--- src/rtl/loader_pkg.sv ---
// Shared types and baud-rate helpers for the UART instruction-memory boot loader.
package loader_pkg;

    typedef enum logic [2:0] {
        ST_IDLE,
        ST_COUNT,
        ST_DATA,
        ST_CHECK,
        ST_RUN,
        ST_ERROR
    } state_e;

    typedef enum logic [1:0] {
        RX_IDLE,
        RX_START,
        RX_DATA,
        RX_STOP
    } rx_state_e;

    typedef logic [7:0] byte_t;

    function automatic int bit_ticks(input int clk_freq, input int baud);
        return clk_freq / baud;
    endfunction

    // Counter only has to reach BIT_TICKS-1.
    function automatic int tick_cnt_w(input int clk_freq, input int baud);
        int w;
        w = $clog2(clk_freq / baud);
        return (w < 1) ? 1 : w;
    endfunction

endpackage

--- src/rtl/uart_rx_byte.sv ---
// 8N1 UART receiver: 2-FF synchronizer, mid-bit sampling, one-cycle valid / framing-error pulses.
module uart_rx_byte
    import loader_pkg::*;
#(
    parameter int CLK_FREQ = 50000000,
    parameter int BAUD     = 115200
) (
    input  logic  clk,
    input  logic  rst,
    input  logic  rx_in,
    output byte_t rx_data,
    output logic  rx_start,
    output logic  rx_valid,
    output logic  rx_ferr
);

    localparam int BT = bit_ticks(CLK_FREQ, BAUD);
    localparam int CW = tick_cnt_w(CLK_FREQ, BAUD);
    localparam logic [CW-1:0] HALF_LAST = CW'(BT / 2 - 1);
    localparam logic [CW-1:0] FULL_LAST = CW'(BT - 1);

    logic          sync1_q, sync2_q, prev_q;
    rx_state_e     state_q, state_d;
    logic [CW-1:0] cnt_q, cnt_d;
    logic [2:0]    bit_q, bit_d;
    byte_t         shift_q, shift_d;
    logic          start_q, start_d, valid_q, valid_d, ferr_q, ferr_d;

    always_comb begin
        // NOTE: every always_comb output gets a default first so no path can infer a latch.
        state_d = state_q;
        cnt_d   = cnt_q + 1'b1;
        bit_d   = bit_q;
        shift_d = shift_q;
        start_d = 1'b0;
        valid_d = 1'b0;
        ferr_d  = 1'b0;
        case (state_q)
            RX_IDLE: begin
                cnt_d = '0;
                if (prev_q && !sync2_q) state_d = RX_START;
            end
            RX_START: if (cnt_q == HALF_LAST) begin
                cnt_d = '0;
                bit_d = '0;
                if (sync2_q) begin
                    state_d = RX_IDLE;
                end else begin
                    state_d = RX_DATA;
                    start_d = 1'b1;
                end
            end
            RX_DATA: if (cnt_q == FULL_LAST) begin
                cnt_d   = '0;
                shift_d = {sync2_q, shift_q[7:1]};
                if (bit_q == 3'd7) state_d = RX_STOP;
                else               bit_d   = bit_q + 1'b1;
            end
            RX_STOP: if (cnt_q == FULL_LAST) begin
                state_d = RX_IDLE;
                valid_d = sync2_q;
                ferr_d  = !sync2_q;
            end
            default: state_d = RX_IDLE;
        endcase
    end

    always_ff @(posedge clk) begin
        // NOTE: sequential state uses <= so every flop samples the pre-edge values.
        if (!rst) begin
            sync1_q <= 1'b1;
            sync2_q <= 1'b1;
            prev_q  <= 1'b1;
            state_q <= RX_IDLE;
            cnt_q   <= '0;
            bit_q   <= '0;
            shift_q <= '0;
            start_q <= 1'b0;
            valid_q <= 1'b0;
            ferr_q  <= 1'b0;
        end else begin
            sync1_q <= rx_in;
            sync2_q <= sync1_q;
            prev_q  <= sync2_q;
            state_q <= state_d;
            cnt_q   <= cnt_d;
            bit_q   <= bit_d;
            shift_q <= shift_d;
            start_q <= start_d;
            valid_q <= valid_d;
            ferr_q  <= ferr_d;
        end
    end

    assign rx_data  = shift_q;
    assign rx_start = start_q;
    assign rx_valid = valid_q;
    assign rx_ferr  = ferr_q;

endmodule

--- src/rtl/uart_imem_loader.sv ---
// UART boot loader: receives a word count and a little-endian image, writes it to IMEM, then releases the CPU.
// Define LOADER_CHECKSUM_EN to require a trailing XOR checksum byte before the CPU is released.
module uart_imem_loader
    import loader_pkg::*;
#(
    parameter int CLK_FREQ = 50000000,
    parameter int BAUD     = 115200,
    parameter int ADDR_W   = 6
) (
    input  logic              clk,
    input  logic              rst,
    input  logic              uart_rx,
    output logic              imem_we,
    output logic [ADDR_W-1:0] imem_addr,
    output logic [31:0]       imem_wdata,
    output logic              cpu_rst,
    output logic              busy,
    output logic              done,
    output logic              err
);

    localparam int WL_W      = ADDR_W + 1;
    localparam int MAX_WORDS = 1 << ADDR_W;

    byte_t rx_data;
    logic  rx_start, rx_valid, rx_ferr;

    uart_rx_byte #(
        .CLK_FREQ(CLK_FREQ),
        .BAUD    (BAUD)
    ) u_rx (
        .clk     (clk),
        .rst     (rst),
        .rx_in   (uart_rx),
        .rx_data (rx_data),
        .rx_start(rx_start),
        .rx_valid(rx_valid),
        .rx_ferr (rx_ferr)
    );

    state_e            state_q, state_d;
    logic [1:0]        byte_idx_q, byte_idx_d;
    logic [23:0]       word_q, word_d;
    logic [WL_W-1:0]   words_left_q, words_left_d;
    logic [ADDR_W-1:0] next_addr_q, next_addr_d;
    logic              imem_we_q, imem_we_d;
    logic [ADDR_W-1:0] imem_addr_q, imem_addr_d;
    logic [31:0]       imem_wdata_q, imem_wdata_d;
`ifdef LOADER_CHECKSUM_EN
    byte_t             chk_q, chk_d;
`endif

    always_comb begin
        state_d      = state_q;
        byte_idx_d   = byte_idx_q;
        word_d       = word_q;
        words_left_d = words_left_q;
        next_addr_d  = next_addr_q;
        imem_we_d    = 1'b0;
        imem_addr_d  = imem_addr_q;
        imem_wdata_d = imem_wdata_q;
`ifdef LOADER_CHECKSUM_EN
        chk_d        = chk_q;
`endif
        case (state_q)
            ST_IDLE: if (rx_start) state_d = ST_COUNT;
            ST_COUNT: begin
                if (rx_ferr) begin
                    state_d = ST_ERROR;
                end else if (rx_valid) begin
                    if (rx_data == '0 || int'(rx_data) > MAX_WORDS) begin
                        state_d = ST_ERROR;
                    end else begin
                        state_d      = ST_DATA;
                        words_left_d = WL_W'(rx_data);
                    end
                end
            end
            ST_DATA: begin
                if (rx_ferr) begin
                    state_d = ST_ERROR;
                end else if (rx_valid) begin
`ifdef LOADER_CHECKSUM_EN
                    chk_d = chk_q ^ rx_data;
`endif
                    byte_idx_d = byte_idx_q + 1'b1;
                    if (byte_idx_q == 2'd3) begin
                        imem_we_d    = 1'b1;
                        imem_addr_d  = next_addr_q;
                        imem_wdata_d = {rx_data, word_q};
                        next_addr_d  = next_addr_q + 1'b1;
                        words_left_d = words_left_q - 1'b1;
                    end else begin
                        word_d = {rx_data, word_q[23:8]};
                    end
                end else if (imem_we_q && words_left_q == '0) begin
                    // Leave only once the final write strobe has been presented.
`ifdef LOADER_CHECKSUM_EN
                    state_d = ST_CHECK;
`else
                    state_d = ST_RUN;
`endif
                end
            end
`ifdef LOADER_CHECKSUM_EN
            ST_CHECK: begin
                if (rx_ferr)       state_d = ST_ERROR;
                else if (rx_valid) state_d = (rx_data == chk_q) ? ST_RUN : ST_ERROR;
            end
`endif
            ST_RUN, ST_ERROR: ;
            default: state_d = ST_IDLE;
        endcase
    end

    always_ff @(posedge clk) begin
        if (!rst) begin
            state_q      <= ST_IDLE;
            byte_idx_q   <= '0;
            word_q       <= '0;
            words_left_q <= '0;
            next_addr_q  <= '0;
            imem_we_q    <= 1'b0;
            imem_addr_q  <= '0;
            imem_wdata_q <= '0;
`ifdef LOADER_CHECKSUM_EN
            chk_q        <= '0;
`endif
        end else begin
            state_q      <= state_d;
            byte_idx_q   <= byte_idx_d;
            word_q       <= word_d;
            words_left_q <= words_left_d;
            next_addr_q  <= next_addr_d;
            imem_we_q    <= imem_we_d;
            imem_addr_q  <= imem_addr_d;
            imem_wdata_q <= imem_wdata_d;
`ifdef LOADER_CHECKSUM_EN
            chk_q        <= chk_d;
`endif
        end
    end

    assign imem_we    = imem_we_q;
    assign imem_addr  = imem_addr_q;
    assign imem_wdata = imem_wdata_q;
    assign cpu_rst    = (state_q == ST_RUN);
    assign done       = (state_q == ST_RUN);
    assign err        = (state_q == ST_ERROR);
    assign busy       = (state_q == ST_COUNT) || (state_q == ST_DATA) || (state_q == ST_CHECK);

endmodule

--- config.mk ---
export PLATFORM = sky130hd
export DESIGN_NAME = uart_imem_loader
export DESIGN_NICKNAME = d
export VERILOG_FILES = /design/src/rtl/loader_pkg.sv /design/src/rtl/uart_rx_byte.sv /design/src/rtl/uart_imem_loader.sv
export SDC_FILE = /design/constraint.sdc
export NUM_CORES = 1
export LEC_CHECK = 0
export CAP_MARGIN = 25
export CELL_PAD_IN_SITES_DETAIL_PLACEMENT = 1
export CELL_PAD_IN_SITES_GLOBAL_PLACEMENT = 2
export CORE_ASPECT_RATIO = 1.1
export CORE_MARGIN = 5
export CORE_UTILIZATION = 37
export CTS_CLUSTER_DIAMETER = 150
export CTS_CLUSTER_SIZE = 28
export DETAILED_ROUTE_END_ITERATION = 8
export GPL_TIMING_DRIVEN = 0
export PLACE_DENSITY = 0.95
export SLEW_MARGIN = 20
export SYNTH_ARGS = -nofsm -noshare
export SYNTH_HDL_FRONTEND = slang
export SYNTH_SLANG_ARGS = --single-unit
--- constraint.sdc ---
create_clock -name clk -period 5.05 [get_ports clk]
set_input_delay 0.7575 -clock clk [delete_from_list [all_inputs] [get_ports clk]]
set_output_delay 0.7575 -clock clk [all_outputs]
set_load 0.02 [all_outputs]
After elaboration in Yosys (flattened, before gate mapping)
Index checks and enable logic that the tools add are counted.
{ "word_totals": {"register_bits": 109} }
{ "classes": {"n_addsub": 5, "n_lt_le_gt_ge": 1, "n_eq_ne": 28, "muxes": 31, "bitwise_logic": 6, "reduce_logical": 24} }
{ "op_table": {"columns": ["operator", "count"], "rows": [
  ["$mux 7", 6],
  ["$mux 3", 10],
  ["$pmux 9 s3", 1],
  ["$mux 9", 2],
  ["$ne 2x1->1 const B", 8],
  ["$pmux 7 s2", 1],
  ["$mux 2", 6],
  ["$pmux 3 s4", 1],
  ["$reduce_and 4->1", 3],
  ["$ne 2x2->1 const B", 5],
  ["$reduce_and 5->1", 2],
  ["$add 9x1->9 const B", 1],
  ["$eq 3x3->1 const B", 3],
  ["$eq 9x8->1 const B", 1],
  ["$eq 9x9->1 const B", 1],
  ["$reduce_and 3->1", 3],
  ["$gt 8x7->1 const B", 1],
  ["$logic_not 8->1", 1],
  ["$pmux 2 s4", 1],
  ["$logic_not 7->1", 1],
  ["$reduce_and 7->1", 1],
  ["$sub 7x1->7 const B", 1],
  ["$add 6x1->6 const B", 1],
  ["$eq 2x2->1 const B", 3],
  ["other kinds (20)", 31]
]} }

Longest topological paths before layout
{ "depth": {"depth_word": 6, "mapped_depth": 8} }

Modules after synthesis
Synthesis repeated with hierarchy kept, for this count alone.
{ "unflattened": {"hier_cells": 548, "area_unflattened_um2": 4672.0} }
{ "modules_own_cells": {"columns": ["mod", "n_inst", "cells_each", "area_each_um2", "seq_area_each_um2"], "rows": [
  ["uart_imem_loader", 1, 414, 3412.0, 1621.6],
  ["uart_rx_byte", 1, 134, 1260.0, 560.5]
]} }

Worst setup path before layout
Ideal clock, no wire load.
{ "synth_path": {"path_type": "register to register", "from": "register u_rx.cnt_q[0]", "to": "register u_rx.bit_q[0]", "setup_time_ns": 0.128, "t_arrival_ns": 1.716, "path_slack_ns": 3.206, "path_stages_with_launch": 7, "n_path_buf": 0, "period_less_slack_ns": 1.844, "path_cell_list": "dfxtp_1 -> ha_1 -> nand4_1 -> or4_4 -> o31ai_4 -> mux2i_1 -> nor2_1"} }
{ "synth_between": {"elab_chain_len": 3} }
{ "synth_lines": {"columns": ["item", "line_no", "rtl"], "rows": [
  ["from (decl)", "uart_rx_byte.sv:24", "logic [CW-1:0] cnt_q, cnt_d;"],
  ["from (signal assigned)", "uart_rx_byte.sv:86", "cnt_q <= cnt_d;"],
  ["$eq 9x9->1 or $eq 9x8->1 (tied branches)", "uart_rx_byte.sv:53, uart_rx_byte.sv:43", null],
  ["$ne 2x1->1 (no line)", null, null],
  ["$reduce_and 4->1 (no line) (*)", null, null],
  ["to (signal assigned)", "uart_rx_byte.sv:87", "bit_q <= bit_d;"],
  ["to (decl)", "uart_rx_byte.sv:25", "logic [2:0] bit_q, bit_d;"]
]} }
Every way passes the cells marked *; elsewhere a longest branch is shown, timed or not.
A chain may end at the register's enable or synchronous reset.

Final worst setup path
{ "layout_path": {"from": "register state_q[0]", "to": "output err"} }
{ "layout_between": {"elab_chain_len": 1} }
{ "layout_lines": {"columns": ["item", "line_no", "rtl"], "rows": [
  ["from (decl)", "uart_imem_loader.sv:41", "state_e state_q, state_d;"],
  ["from (signal assigned)", "uart_imem_loader.sv:130", "state_q <= state_d;"],
  ["$eq 3x3->1", "uart_imem_loader.sv:149", "assign err = (state_q == ST_ERROR);"],
  ["to (decl)", "uart_imem_loader.sv:19", "output logic err"]
]} }
Every way passes these cells.

==> results.toml <==
[synthesis]
synthCells = 540
synth_fp_nets = 552
yosys.area.top_type = "dfxtp_1"
synth_area_leaders = "dfxtp_1, nand2_1, a21boi_0"
synthDistinctLibCells = 56
ys_async_sr_fraction_pct = 0
syn_area_per_cell_um2 = 8.44
seq_area_frac_synth_pct = 47.9
syn_area_um2 = 4560
synth-seq-cells = 109
yosysTopAreaCellShare_pct = 47.9
synth_edf_count = 0
synth_common_cells = "nand2_1, dfxtp_1, nor2_1"
synthFlopType = "dfxtp_1"
yosysWarnings = 0
synth.most_common_cell = "nand2_1"

[timing]
fin_worst_skew_ns = 0.00819
worstMarginPinSlew_ns = 0.672
setup_viol = 0
hold_slack_ns = 0.420
setup-tns-final_ns = 0
slew_viol_final = 0
hold_viol_final = 0
period_share_pct = 56.2
relSlewSlack_pct = 54.0
finalCriticalPeriod_ns = 2.84
rsz0062_at_grt = "no"
fmax_ghz = 0.353

[critical_path]
start_kind = "register"
worst-r2r-setup-slack_ns = 3.00
worstPathCellList = "clkbuf_1 -> nor2b_1 -> and2_1 -> clkdlybuf4s50_1"
cp_max_fo = 10
crit_path_max_incr_delay_ns = 0.61
worstReg2RegStart = "state_q[0]"
rr_worst_depth = 7
worstSetupPathType = "reg -> out"
arrival_ns = 2.08
cp_slowest_cell = "clkdlybuf4s50_1"
cp.required_ns = 4.29
worstReg2RegEnd = "words_left_q[2]"
end_kind = "output port"

[floorplan]
die_h_um = 126
fp.coreArea_um2 = 12000
die_w_um = 116
rows = 42
ios = 46
dieArea_um2 = 14600
initial_core_util_pct = 37.9

[finish]
final_util_pct = 45.5
nNetsFinal = 608
fillers = 1465
antenna_cells = 0
drive_gt1_share_pct = 7.33
finalInstanceArea_um2 = 5480
area_growth_pct = 20.2

[global_route]
grt_pass1_wl_um = 19300
grt.total_usage_pct = 16.3
grt_pass1_vias = 3967
antenna_found_initial = 0
grt_max_degree = 17
gr-total-overflow = 0

[power]
leakagePower_nw = 1.87
vdd_drop_max_uv = 170
power_mw = 1.56
p_per_area_nw_per_um2 = 286

[routing]
wirelength_um = 11400
ant_nets = 0
via_per_inst = 5.00
vias = 3773
drt_pre_antenna_iters = 4
drc = 0
first_iter_violations = 124
routedWlPerCell_um = 15.2

[clock_network]
clock-sinks = 109
ctsHoldBuffers = 0
cts_tree = "yes"
post_cts_resized = 0
htreeDepth = 3
cts_root_buf = "clkbuf_16"
cts_made_buffers = 9
cts_setup_buffers = 0
clockBufferDepth = 2
clkLatencyLatePin_ns = 0.35
clk_pin_slew_ns = 0.07

[status]
run_status = "finished clean"

[place]
io_buffer_count = 45
placed_area_um2 = 5200
gp_congestion = 0.827
dp_hpwl_um = 8580

[job]
drv_cap = 0

[hold_path]
holdCritStartpoint = "u_rx.sync1_q"
holdPathStages = 1
hold_path.class = "reg -> reg"
holdPathEnd = "u_rx.sync2_q"
## sequential cells by signal, indices dropped and copies added (netlist names), 2 cells and up, named ones only
signal and cells:
imem_wdata 32, word_q 24, u_rx.cnt_q 9, u_rx.rx_data 8, words_left_q 7, imem_addr 6
next_addr_q 6, state_q 3, u_rx.bit_q 3, byte_idx_q 2
## cell families (layout without fill, tap and decap cells)
logic type | after synthesis | in the layout | share of synthesized area [%]
AO/OA/AOI/OAI | 104 | 104 | 15.1
XOR/XNOR | 12 | 12 | 2.31
adder cells (fa/ha/maj) | 9 | 9 | 2.47
buffers and inverters | 43 | 103 | 4.06
flip-flops | 109 | 109 | 47.9
multiplexers | 16 | 16 | 3.54
AND/OR/NAND/NOR | 247 | 247 | 24.6
## worst max-delay path: cells and delay by family, from the launching register on
kind	cells	cell delay (ns)
flip-flops	1	0.31
buffers and inverters	2	0.90
AND/OR/NAND/NOR	2	0.52
## metal layers
metal | up-vias | global-route usage [%] | wire length (µm)
li1 | 1915 | - | -
met1 | 1797 | 20.2 | 5160
met2 | 46 | 27.9 | 5720
met3 | 15 | 3.57 | 349
met4 | 0 | 5.53 | 216
met5 | - | 0 | 0
## layout by cell type (no fill, tap or decap), types with 11 or more instances in the layout
| cell | instances |
|---|---|
| a21boi_0 | 35 |
| a21oi_1 | 38 |
| clkbuf_1 | 24 |
| clkdlybuf4s50_1 | 45 |
| dfxtp_1 | 109 |
| mux2i_1 | 15 |
| nand2_1 | 147 |
| nand3_1 | 11 |
| nor2_1 | 41 |
## final cells by class
cell class / count / area [µm²] / area share, %
timing repair buffer: 45 / 450 / 8.22
sequential: 109 / 2180 / 39.8
inverter: 7 / 26.3 / 0.480
multi-input combinational: 388 / 2190 / 40.0
buffer: 36 / 159 / 2.90
clock buffer: 12 / 256 / 4.68
clock inverter: 3 / 21.3 / 0.388
tap: 154 / 193 / 3.52
## how the worst max path moves through the flow
stage / endpoint / start
2_1_floorplan: u_rx.bit_q[0] / u_rx.cnt_q[0]
3_3_place_gp: state_q[2] / rst
3_5_place_dp: imem_wdata[15] / rst
4_1_cts: err / state_q[0]
5_1_grt: err / state_q[0]
6_report: err / state_q[0]
## through the flow
| stage | setup slack, ns | instances |
|---|---|---|
| after floorplan | 3.21 | 540 |
| after global placement | 2.30 | 739 |
| after detailed placement | 2.19 | 739 |
| after CTS | 2.20 | 754 |
| after global routing | 2.09 | 754 |
| final | 2.21 | 754 |
## where the power goes
part / switching, mW / internal, mW / leakage [nW]
sequential: 0.00170 / 0.860 / 0.878
combinational: 0.0182 / 0.00894 / 0.857
clock: 0.316 / 0.359 / 0.135
total: 0.336 / 1.23 / 1.87
(Power assumes the default switching activity.)
